## src/rtl/sr_scan_ctrl.sv

```systemverilog
// Row-scanned 4x8 LED driver: double-buffered pixel memory serialised into a 74595,
// with latch/output-enable sequencing and a one-hot row drive.
module sr_scan_ctrl #(
  parameter int HALF       = 2,
  parameter int HOLD_TICKS = 64
) (
  input  logic       clk_16mhz,
  input  logic       rst_n,
  input  logic       enable,
  input  logic       wr_valid,
  output logic       wr_ready,
  input  logic [1:0] wr_addr,
  input  logic [7:0] wr_data,
  input  logic       swap_req,
  output logic       swap_done,
  output logic       sr_clk,
  output logic       sr_ser,
  output logic       sr_lat,
  output logic       sr_oe_n,
  output logic [3:0] line,
  output logic       frame_start
);

  localparam int DW = (HALF > 1) ? $clog2(HALF) : 1;
  localparam int TW = $clog2(2 * HOLD_TICKS + 16) + 1;
  localparam logic [DW-1:0] DIV_LAST   = DW'(HALF - 1);
  localparam logic [TW-1:0] SHIFT_LAST = TW'(15);
  localparam logic [TW-1:0] LATCH_LAST = TW'(1);
  localparam logic [TW-1:0] HOLD_LAST  = TW'(2 * HOLD_TICKS - 1);

  typedef enum logic [2:0] {IDLE, LOAD, SHIFT, LATCH, HOLD} state_t;

  state_t        state;
  state_t        state_nxt;
  logic [DW-1:0] div_cnt;
  logic [TW-1:0] tcnt;
  logic          tick;
  logic          hold_exit;
  logic          armed;
  logic          pending;
  logic          swap_take;
  logic          do_copy;
  logic          wr_fire;
  logic [1:0]    row;
  logic [7:0]    word;
  logic [7:0]    front    [4];
  logic [7:0]    back     [4];
  logic [7:0]    back_nxt [4];

  // Tick divider is held at zero in IDLE and LOAD so every SHIFT starts phase-aligned.
  assign tick = (state != IDLE) && (state != LOAD) && (div_cnt == DIV_LAST);

  always_ff @(posedge clk_16mhz or negedge rst_n) begin
    if (!rst_n) begin
      div_cnt <= '0;
    end else if (state == IDLE || state == LOAD || tick) begin
      div_cnt <= '0;
    end else begin
      div_cnt <= div_cnt + 1'b1;
    end
  end

  // Tick count within the current state: 16 ticks of SHIFT, 2 of LATCH, 2*HOLD_TICKS of HOLD.
  always_ff @(posedge clk_16mhz or negedge rst_n) begin
    if (!rst_n) begin
      tcnt <= '0;
    end else if (state_nxt != state || state == IDLE || state == LOAD) begin
      tcnt <= '0;
    end else if (tick) begin
      tcnt <= tcnt + 1'b1;
    end
  end

  always_comb begin
    state_nxt = state;
    hold_exit = 1'b0;
    case (state)
      IDLE:    if (enable && armed) state_nxt = LOAD;
      LOAD:    state_nxt = SHIFT;
      SHIFT:   if (tick && tcnt == SHIFT_LAST) state_nxt = LATCH;
      LATCH:   if (tick && tcnt == LATCH_LAST) state_nxt = HOLD;
      HOLD: begin
        if (tick && tcnt == HOLD_LAST) begin
          hold_exit = 1'b1;
          state_nxt = enable ? LOAD : IDLE;
        end
      end
      default: state_nxt = IDLE;
    endcase
  end

  assign sr_lat      = (state == LATCH);
  assign sr_oe_n     = (state != HOLD);
  assign frame_start = (state == LOAD) && (row == 2'd0);
  assign sr_ser      = word[7];
  assign wr_ready    = !pending;

  // armed keeps the first LOAD off the first edge after reset release.
  always_ff @(posedge clk_16mhz or negedge rst_n) begin
    if (!rst_n) begin
      state  <= IDLE;
      armed  <= 1'b0;
      row    <= '0;
      word   <= '0;
      sr_clk <= 1'b0;
      line   <= '0;
    end else begin
      state <= state_nxt;
      armed <= 1'b1;
      if (state == IDLE) begin
        row <= '0;
      end else if (hold_exit) begin
        row <= row + 1'b1;
      end
      // The word shifts on the falling tick, so sr_ser only moves while sr_clk is low.
      if (state == LOAD) begin
        word <= front[row];
      end else if (state == SHIFT && tick && sr_clk) begin
        word <= {word[6:0], 1'b0};
      end
      if (state == SHIFT && tick) begin
        sr_clk <= ~sr_clk;
      end else if (state != SHIFT) begin
        sr_clk <= 1'b0;
      end
      if (state == LATCH && state_nxt == HOLD) begin
        line <= 4'b0001 << row;
      end else if (hold_exit && !enable) begin
        line <= '0;
      end
    end
  end

  assign wr_fire   = wr_valid && wr_ready;
  assign swap_take = swap_req && !pending;
  // The copy source includes a same-cycle write, so a write landing with swap_req is not lost.
  assign do_copy   = (pending || swap_take) &&
                     ((state == IDLE) || (hold_exit && row == 2'd3));

  always_comb begin
    for (int i = 0; i < 4; i++) begin
      back_nxt[i] = back[i];
    end
    if (wr_fire) begin
      back_nxt[wr_addr] = wr_data;
    end
  end

  always_ff @(posedge clk_16mhz or negedge rst_n) begin
    if (!rst_n) begin
      pending   <= 1'b0;
      swap_done <= 1'b0;
      for (int i = 0; i < 4; i++) begin
        front[i] <= '0;
        back[i]  <= '0;
      end
    end else begin
      swap_done <= do_copy;
      if (do_copy) begin
        pending <= 1'b0;
      end else if (swap_take) begin
        pending <= 1'b1;
      end
      for (int i = 0; i < 4; i++) begin
        back[i] <= back_nxt[i];
        if (do_copy) begin
          front[i] <= back_nxt[i];
        end
      end
    end
  end

endmodule

```

## config.mk

```make
export PLATFORM = sky130hd
export DESIGN_NAME = sr_scan_ctrl
export DESIGN_NICKNAME = d
export VERILOG_FILES = /design/src/rtl/sr_scan_ctrl.sv
export SDC_FILE = /design/constraint.sdc
export NUM_CORES = 1
export LEC_CHECK = 0
export CAP_MARGIN = 30
export CORE_MARGIN = 3
export CORE_UTILIZATION = 62
export CTS_CLUSTER_DIAMETER = 80
export CTS_CLUSTER_SIZE = 25
export DETAILED_ROUTE_END_ITERATION = 12
export GPL_TIMING_DRIVEN = 1
export MAX_ROUTING_LAYER = met4
export PLACE_DENSITY = 0.81
export RECOVER_POWER = 25
export SETUP_SLACK_MARGIN = 0.05
export SLEW_MARGIN = 15
export SYNTH_ARGS = -nofsm -noshare
export SYNTH_HDL_FRONTEND = slang
export SYNTH_SLANG_ARGS = --single-unit
```

## constraint.sdc

```tcl
create_clock -name clk_16mhz -period 4.6 [get_ports clk_16mhz]
set_input_delay 1.15 -clock clk_16mhz [delete_from_list [all_inputs] [get_ports clk_16mhz]]
set_output_delay 1.15 -clock clk_16mhz [all_outputs]
set_load 0.01 [all_outputs]
```

==> metrics, run 1 <==
Detailed Routing Iterations Pass 1=4; TritonCTS clock tree=yes; Synth Warn #=0; Synthesized Nets=323; final hold violation count=0; Critical Path, Cell by Cell=inv_1 > ha_1 > and3_1 > clkdlybuf4s50_1; Worst EP required=between 3 and 4 ns; GRT Total Usage=0.229; Setup Fix Bufs, Post-CTS=0; reg-to-reg critical path endpoint=front[11]; path type of the worst setup path=reg2out; final worst hold slack=around 0.5 ns; clock sink count=95; count of mapped cells out of synthesis=302; wire length per cell=19.4 um; portion of the clock cycle consumed by the worst path in the final layout=0.733; detailed-route DRC error count=0; Crit path buffers/inverters=2; delay-heaviest family, CP=flip-flops; number of flops mapped to enable cells by yosys=0; status=complete, no violations; vias in the first global route=between 2,000 and 3,000; worst clock skew=between 0.006 and 0.007 ns; sequential-to-total area share from yosys stat=0.554; Slowest Stage Delay on Critical Path=0.83 ns; wire length of the first global-routing pass=between 10,000 and 15,000 um; minimum period implied by the final worst setup slack=~3.4 ns; ratio of cells with drive above 1 in the final layout=0.292; Die Outline Area=around 8000 um^2; share of the core filled with cells in the final layout=0.741; count of antenna-violating nets left after detailed routing=0; antenna violations before repair=0; CP endpoint kind=output port; global placement routability congestion=about 0.88; Avg Cell Area, Syn=approximately 14 um^2; reg-to-reg startpoint=row[0]; Skew-Pair Late Insertion Delay=approximately 0.35 ns; Max transition margin=0.158; count of pins on the block boundary=26; register clock-pin slew on the reported worst setup and hold paths=roughly 0.090 ns; routed via count divided by cell count=approximately 6; final number of setup-violating endpoints=0; NumNets Final=roughly 350; capture point of the critical path=frame_start; critical-path maximum fanout=12; biggest area contributors in the synthesized netlist=dfrtp_1 (55%), mux2_4 (10%), mux2_2 (9.5%), mux4_2 (4.2%), ha_1 (1.8%); power density normalized to cell area=~640 nW/um^2; final antenna diode count=0; Post-synth ARST share=1.00; Synth Flop Type=dfrtp_1; DRC marker count from the first detailed-route iteration=roughly 120; HPWL after detailed placement=between 5000 and 6000 um; area inside the core boundary=around 6500 um^2; initial core utilization=0.657; unrepaired setup endpoints after global routing=false; vertical extent of the die=between 80 and 90 um; R2R setup slack=around 2.1 ns; leading area contributor after synthesis=dfrtp_1; master cell of the clock root buffer=clkbuf_8; endpoint arrival time on the critical path=about 2.2 ns; die extent in x=around 89 um; htree depth=3; maximum number of pins on one net before global-route repair=between 70 and 80; maximum clock rate=just under 300 MHz; drt total wl=roughly 8000 um; placement-stage cell area=4580 um^2; number of synthesized register bits=95; number of placement rows=29; slowest cell on the critical path=dfrtp_1; Worst IR Drop VDD=about 360 uV; minimum setup slack in the final design=between 1 and 1.5 ns; maximum root-to-sink buffer count=2; Final Cell Area=roughly 4800 um^2; number of buffers inserted during clock tree synthesis=9; layout overhead on the synthesized area=12.9%; ranking of synthesized cells by instance count=dfrtp_1 (95), mux2_2 (36), mux2_4 (29), nand2_1 (14), nor2_1 (14); Total Negative Setup Slacks=0 ns; Buffers on Ports=25; worst setup slack before clock tree synthesis=1.41 ns; sum of overflow across all layers after global routing=0; Worst-Margin Slew=1.26 ns; most frequently used cell type in the post-synthesis netlist=dfrtp_1; post-synthesis cell area=between 4000 and 5000 um^2; vias post-DR=between 2,000 and 2,500; Worst Setup SP=row[0]; count of cell types in the netlist=42; Levels on crit path=4; Critical Path Source Type=register; path class of the lowest-slack min-delay path=reg2reg; max-slew violation count=0; post-cts resize count=0; max-cap check violation count=0; depth of the most critical reg-to-reg path=4; share of Yosys cell area claimed by the top area cell type=0.554; Static Leak=2.18 nW; hold-fix buffers at CTS=0
-- flip-flops by register name, indices dropped and copies added, names as in the netlist --
register,count
swap_done,1
tcnt,9
sr_clk,1
word,8
front,32
pending,1
armed,1
state,3
row,2
line,4
back,32
div_cnt,1
-- worst reg2reg max path, stage by stage, from the launching register on --
cell	delay (ns)
dfrtp_1	0.83
ha_1	0.31
a41o_1	0.26
nand3b_4	0.53
mux2_4	0.51
-- area by class of cell --
type,count,area [um^2]
Clock buffer,10,128
Tap cell,77,96.3
Clock inverter,5,106
Fill cell,424,1690
Inverter,10,37.5
Sequential cell,95,2380
Multi-Input combinational cell,183,1800
Timing Repair Buffer,29,294
-- per-stage QoR --
step | cells | power, mW
3_3_place_gp | 393 | 2.44
5_1_grt | 409 | 3.30
2_1_floorplan | 302 | 2.24
6_report | 409 | 3.12
3_5_place_dp | 393 | 2.50
4_1_cts | 408 | 3.14
-- worst min-delay path by stage --
stage / startpoint / end / slack [ns] / cells after the start
after floorplan: back[0] / back[0] / 0.47 / 1
after global routing: back[2] / back[2] / 0.51 / 1
after detailed placement: back[2] / back[2] / 0.48 / 1
after CTS: back[2] / back[2] / 0.50 / 1
final: line[1] / line[1] / 0.50 / 1
after global placement: back[2] / back[2] / 0.48 / 1
-- power breakdown --
part,internal [mW],switching (mW)
Combinational,0.658,0.437
Sequential,1.19,0.195
Clock,0.360,0.280
Total,2.21,0.911
-- routing by layer --
layer / GRT usage / share of wire / wire length, um
met5: - / 0 / 0
met4: 0.0568 / 0.010 / 79
met3: 0.0470 / 0.037 / 295
met2: 0.360 / 0.49 / 3900
met1: 0.309 / 0.46 / 3650
-- logic make-up (layout without fill, tap and decap cells) --
| group | count (synthesis) | in the layout | share of synthesized area |
|---|---|---|---|
| DFF | 95 | 95 | 0.554 |
| muxes | 80 | 80 | 0.254 |
| and+or+nand+nor | 61 | 61 | 0.0843 |
| AOI/OAI and AO/OA | 26 | 26 | 0.0417 |
| buffers and inverters | 24 | 54 | 0.0283 |
| xor gates and xnor gates | 9 | 9 | 0.0184 |
| adders and majority gates | 6 | 6 | 0.0175 |
| other | 1 | 1 | 0.000875 |
-- cell usage in the layout, fill, tap and decap left out, types with 2 or more instances in the layout --
master / count
ha_1: 6
inv_1: 10
clkbuf_8: 9
nor4bb_2: 2
clkdlybuf4s50_1: 24
nand2_1: 14
mux2i_1: 7
a22o_1: 5
a21oi_1: 3
o21ai_0: 8
nand4_1: 6
mux2_4: 29
and3_1: 4
nand4b_1: 2
xnor2_1: 3
buf_4: 3
bufinv_16: 3
dfrtp_1: 95
nor3_1: 6
a21o_1: 2
nor2_1: 14
clkbuf_1: 2
mux2_2: 36
a2bb2oi_1: 2
and2_1: 2
mux4_2: 8
xor2_1: 6
Note: power is estimated with default switching activity, not from simulation.
==> run 2, diff against run 1 <==
--- a/config.mk
+++ b/config.mk
@@ -7,13 +7,13 @@
 export LEC_CHECK = 0
 export CAP_MARGIN = 30
 export CORE_MARGIN = 3
-export CORE_UTILIZATION = 62
+export CORE_UTILIZATION = 53
 export CTS_CLUSTER_DIAMETER = 80
 export CTS_CLUSTER_SIZE = 25
 export DETAILED_ROUTE_END_ITERATION = 12
 export GPL_TIMING_DRIVEN = 1
 export MAX_ROUTING_LAYER = met4
-export PLACE_DENSITY = 0.81
+export PLACE_DENSITY = 0.73
 export RECOVER_POWER = 25
 export SETUP_SLACK_MARGIN = 0.05
 export SLEW_MARGIN = 15
==> constraint.sdc (replaced) <==
create_clock -name clk_16mhz -period 3 [get_ports clk_16mhz]
set_input_delay 0.75 -clock clk_16mhz [delete_from_list [all_inputs] [get_ports clk_16mhz]]
set_output_delay 0.75 -clock clk_16mhz [all_outputs]
set_load 0.01 [all_outputs]
==> metrics, run 2 (synthesis gave the netlist of run 1 again) <==
register clock-pin slew on the reported worst setup and hold paths=0.09 ns; Total Negative Setup Slacks=0 ns; count of antenna-violating nets left after detailed routing=0; status=complete, no violations; worst clock skew=0.0136 ns; global placement routability congestion=roughly 0.85; Worst EP required=around 2.3 ns; Detailed Routing Iterations Pass 1=4; top layer used by detailed routing=met4; delay-heaviest family, CP=buffers and inverters; routed via count divided by cell count=5.54; layout overhead on the synthesized area=13.0%; maximum number of pins on one net before global-route repair=53; GRT Total Usage=0.193; Crit path buffers/inverters=2; leading cell type in the layout, fill and taps excluded=dfrtp_1; Slowest Stage Delay on Critical Path=between 0.5 and 0.6 ns; sum of overflow across all layers after global routing=0; max-slew violation count=0; Setup Fix Bufs, Post-CTS=0; highest-count cells in the layout ignoring fill and taps=dfrtp_1 (95), mux2_2 (36), mux2_4 (29); detailed-route DRC error count=0; final number of setup-violating endpoints=0; TritonCTS clock tree=yes; initial core utilization=0.549; count of pins on the block boundary=26; R2R setup slack=between 0.8 and 0.9 ns; vias in the first global route=roughly 2,600; path type of the worst setup path=reg2out; die extent in x=95.9 um; wire length per cell=~18 um; largest registers=back x32, front x32, tcnt x9; Routed met2 length=approximately 3800 um; reg-to-reg critical path endpoint=front[0]; wire length of the first global-routing pass=roughly 13,000 um; Max transition margin=0.167; Worst-Margin Slew=between 1 and 1.5 ns; number of placement rows=32; clock sink count=between 90 and 100; endpoint arrival time on the critical path=roughly 1.9 ns; antenna violations before repair=0; DRC marker count from the first detailed-route iteration=between 100 and 150; Buffers on Ports=25; NumNets Final=354; critical-path maximum fanout=7; vertical extent of the die=roughly 96 um; slowest cell on the critical path=dfrtp_1; drt total wl=approximately 7700 um; final worst hold slack=0.504 ns; power density normalized to cell area=between 900 and 1000 nW/um^2; final hold violation count=0; capture point of the critical path=frame_start; htree depth=3; Worst IR Drop VDD=between 500 and 600 uV; HPWL after detailed placement=between 5000 and 6000 um; Static Leak=2.17 nW; CP endpoint kind=output port; minimum period implied by the final worst setup slack=~2.7 ns; final antenna diode count=0; portion of the clock cycle consumed by the worst path in the final layout=0.891; hold-fix buffers at CTS=0; Worst Setup SP=row[0]; area inside the core boundary=just under 8000 um^2; post-cts resize count=0; reg-to-reg startpoint=tcnt[0]; share of the core filled with cells in the final layout=0.621; Critical Path Source Type=register; ratio of cells with drive above 1 in the final layout=0.305; maximum clock rate=roughly 370 MHz; DR WL met3=208 um; master cell of the clock root buffer=clkbuf_8; maximum root-to-sink buffer count=2; depth of the most critical reg-to-reg path=6; overall power after layout=around 4.6 mW; Critical Path, Cell by Cell=inv_1 > ha_1 > and3_1 > clkdlybuf4s50_1; Skew-Pair Late Insertion Delay=0.36 ns; Levels on crit path=4; number of buffers inserted during clock tree synthesis=9; unrepaired setup endpoints after global routing=false; max-cap check violation count=0; vias post-DR=approximately 2,400; Die Outline Area=9210 um^2; met1 layer wirelength in the final routing=approximately 3700 um; path class of the lowest-slack min-delay path=reg2reg
## run 2: how the worst min path moves through the flow
stage	from	to	slack (ns)	cells after the start
after global placement	back[2]	back[2]	0.48	1
after CTS	rst_n	line[0]	0.39	1
after global routing	line[1]	line[1]	0.52	1
final	back[1]	back[1]	0.50	1
after detailed placement	back[3]	back[3]	0.48	1
after floorplan	rst_n	armed	0.45	0
## run 2: worst register-to-register path, cell delays in order (launching register included)
cell and delay [ns]:
dfrtp_1 0.43, ha_1 0.26, and4_4 0.22, a41o_1 0.27, nand3b_4 0.24, buf_12 0.26, mux2_2 0.36
## run 2: cell type report
type / count / area, um^2
Timing Repair Buffer: 34 / 319
Clock inverter: 5 / 40.0
Fill cell: 592 / 2960
Clock buffer: 11 / 141
Multi-Input combinational cell: 183 / 1800
Sequential cell: 95 / 2380
Inverter: 10 / 37.5
Tap cell: 102 / 128
## run 2: routing by layer
layer,up-vias,GRT usage
met2,35,0.308
met4,0,0.0427
met5,-,-
li1,1140,-
met3,4,0.0469
met1,1258,0.252
## run 2: report_power, final
part,total [mW],switching [mW],internal [mW],leakage [nW]
clock,0.777,0.447,0.330,0.0826
combinational,1.68,0.660,1.02,0.906
sequential,2.12,0.302,1.82,1.18
total,4.58,1.41,3.17,2.17
## run 2: through the flow
| step | instance area (um^2) | cells | worst slack [ns] |
|---|---|---|---|
| global route | 4840 | 440 | 0.206 |
| CTS | 4870 | 440 | 0.311 |
| global placement | 4680 | 424 | 0.376 |
| detailed placement | 4680 | 424 | 0.339 |
| finish | 4840 | 440 | 0.327 |
| floorplan | 4290 | 302 | 0.879 |
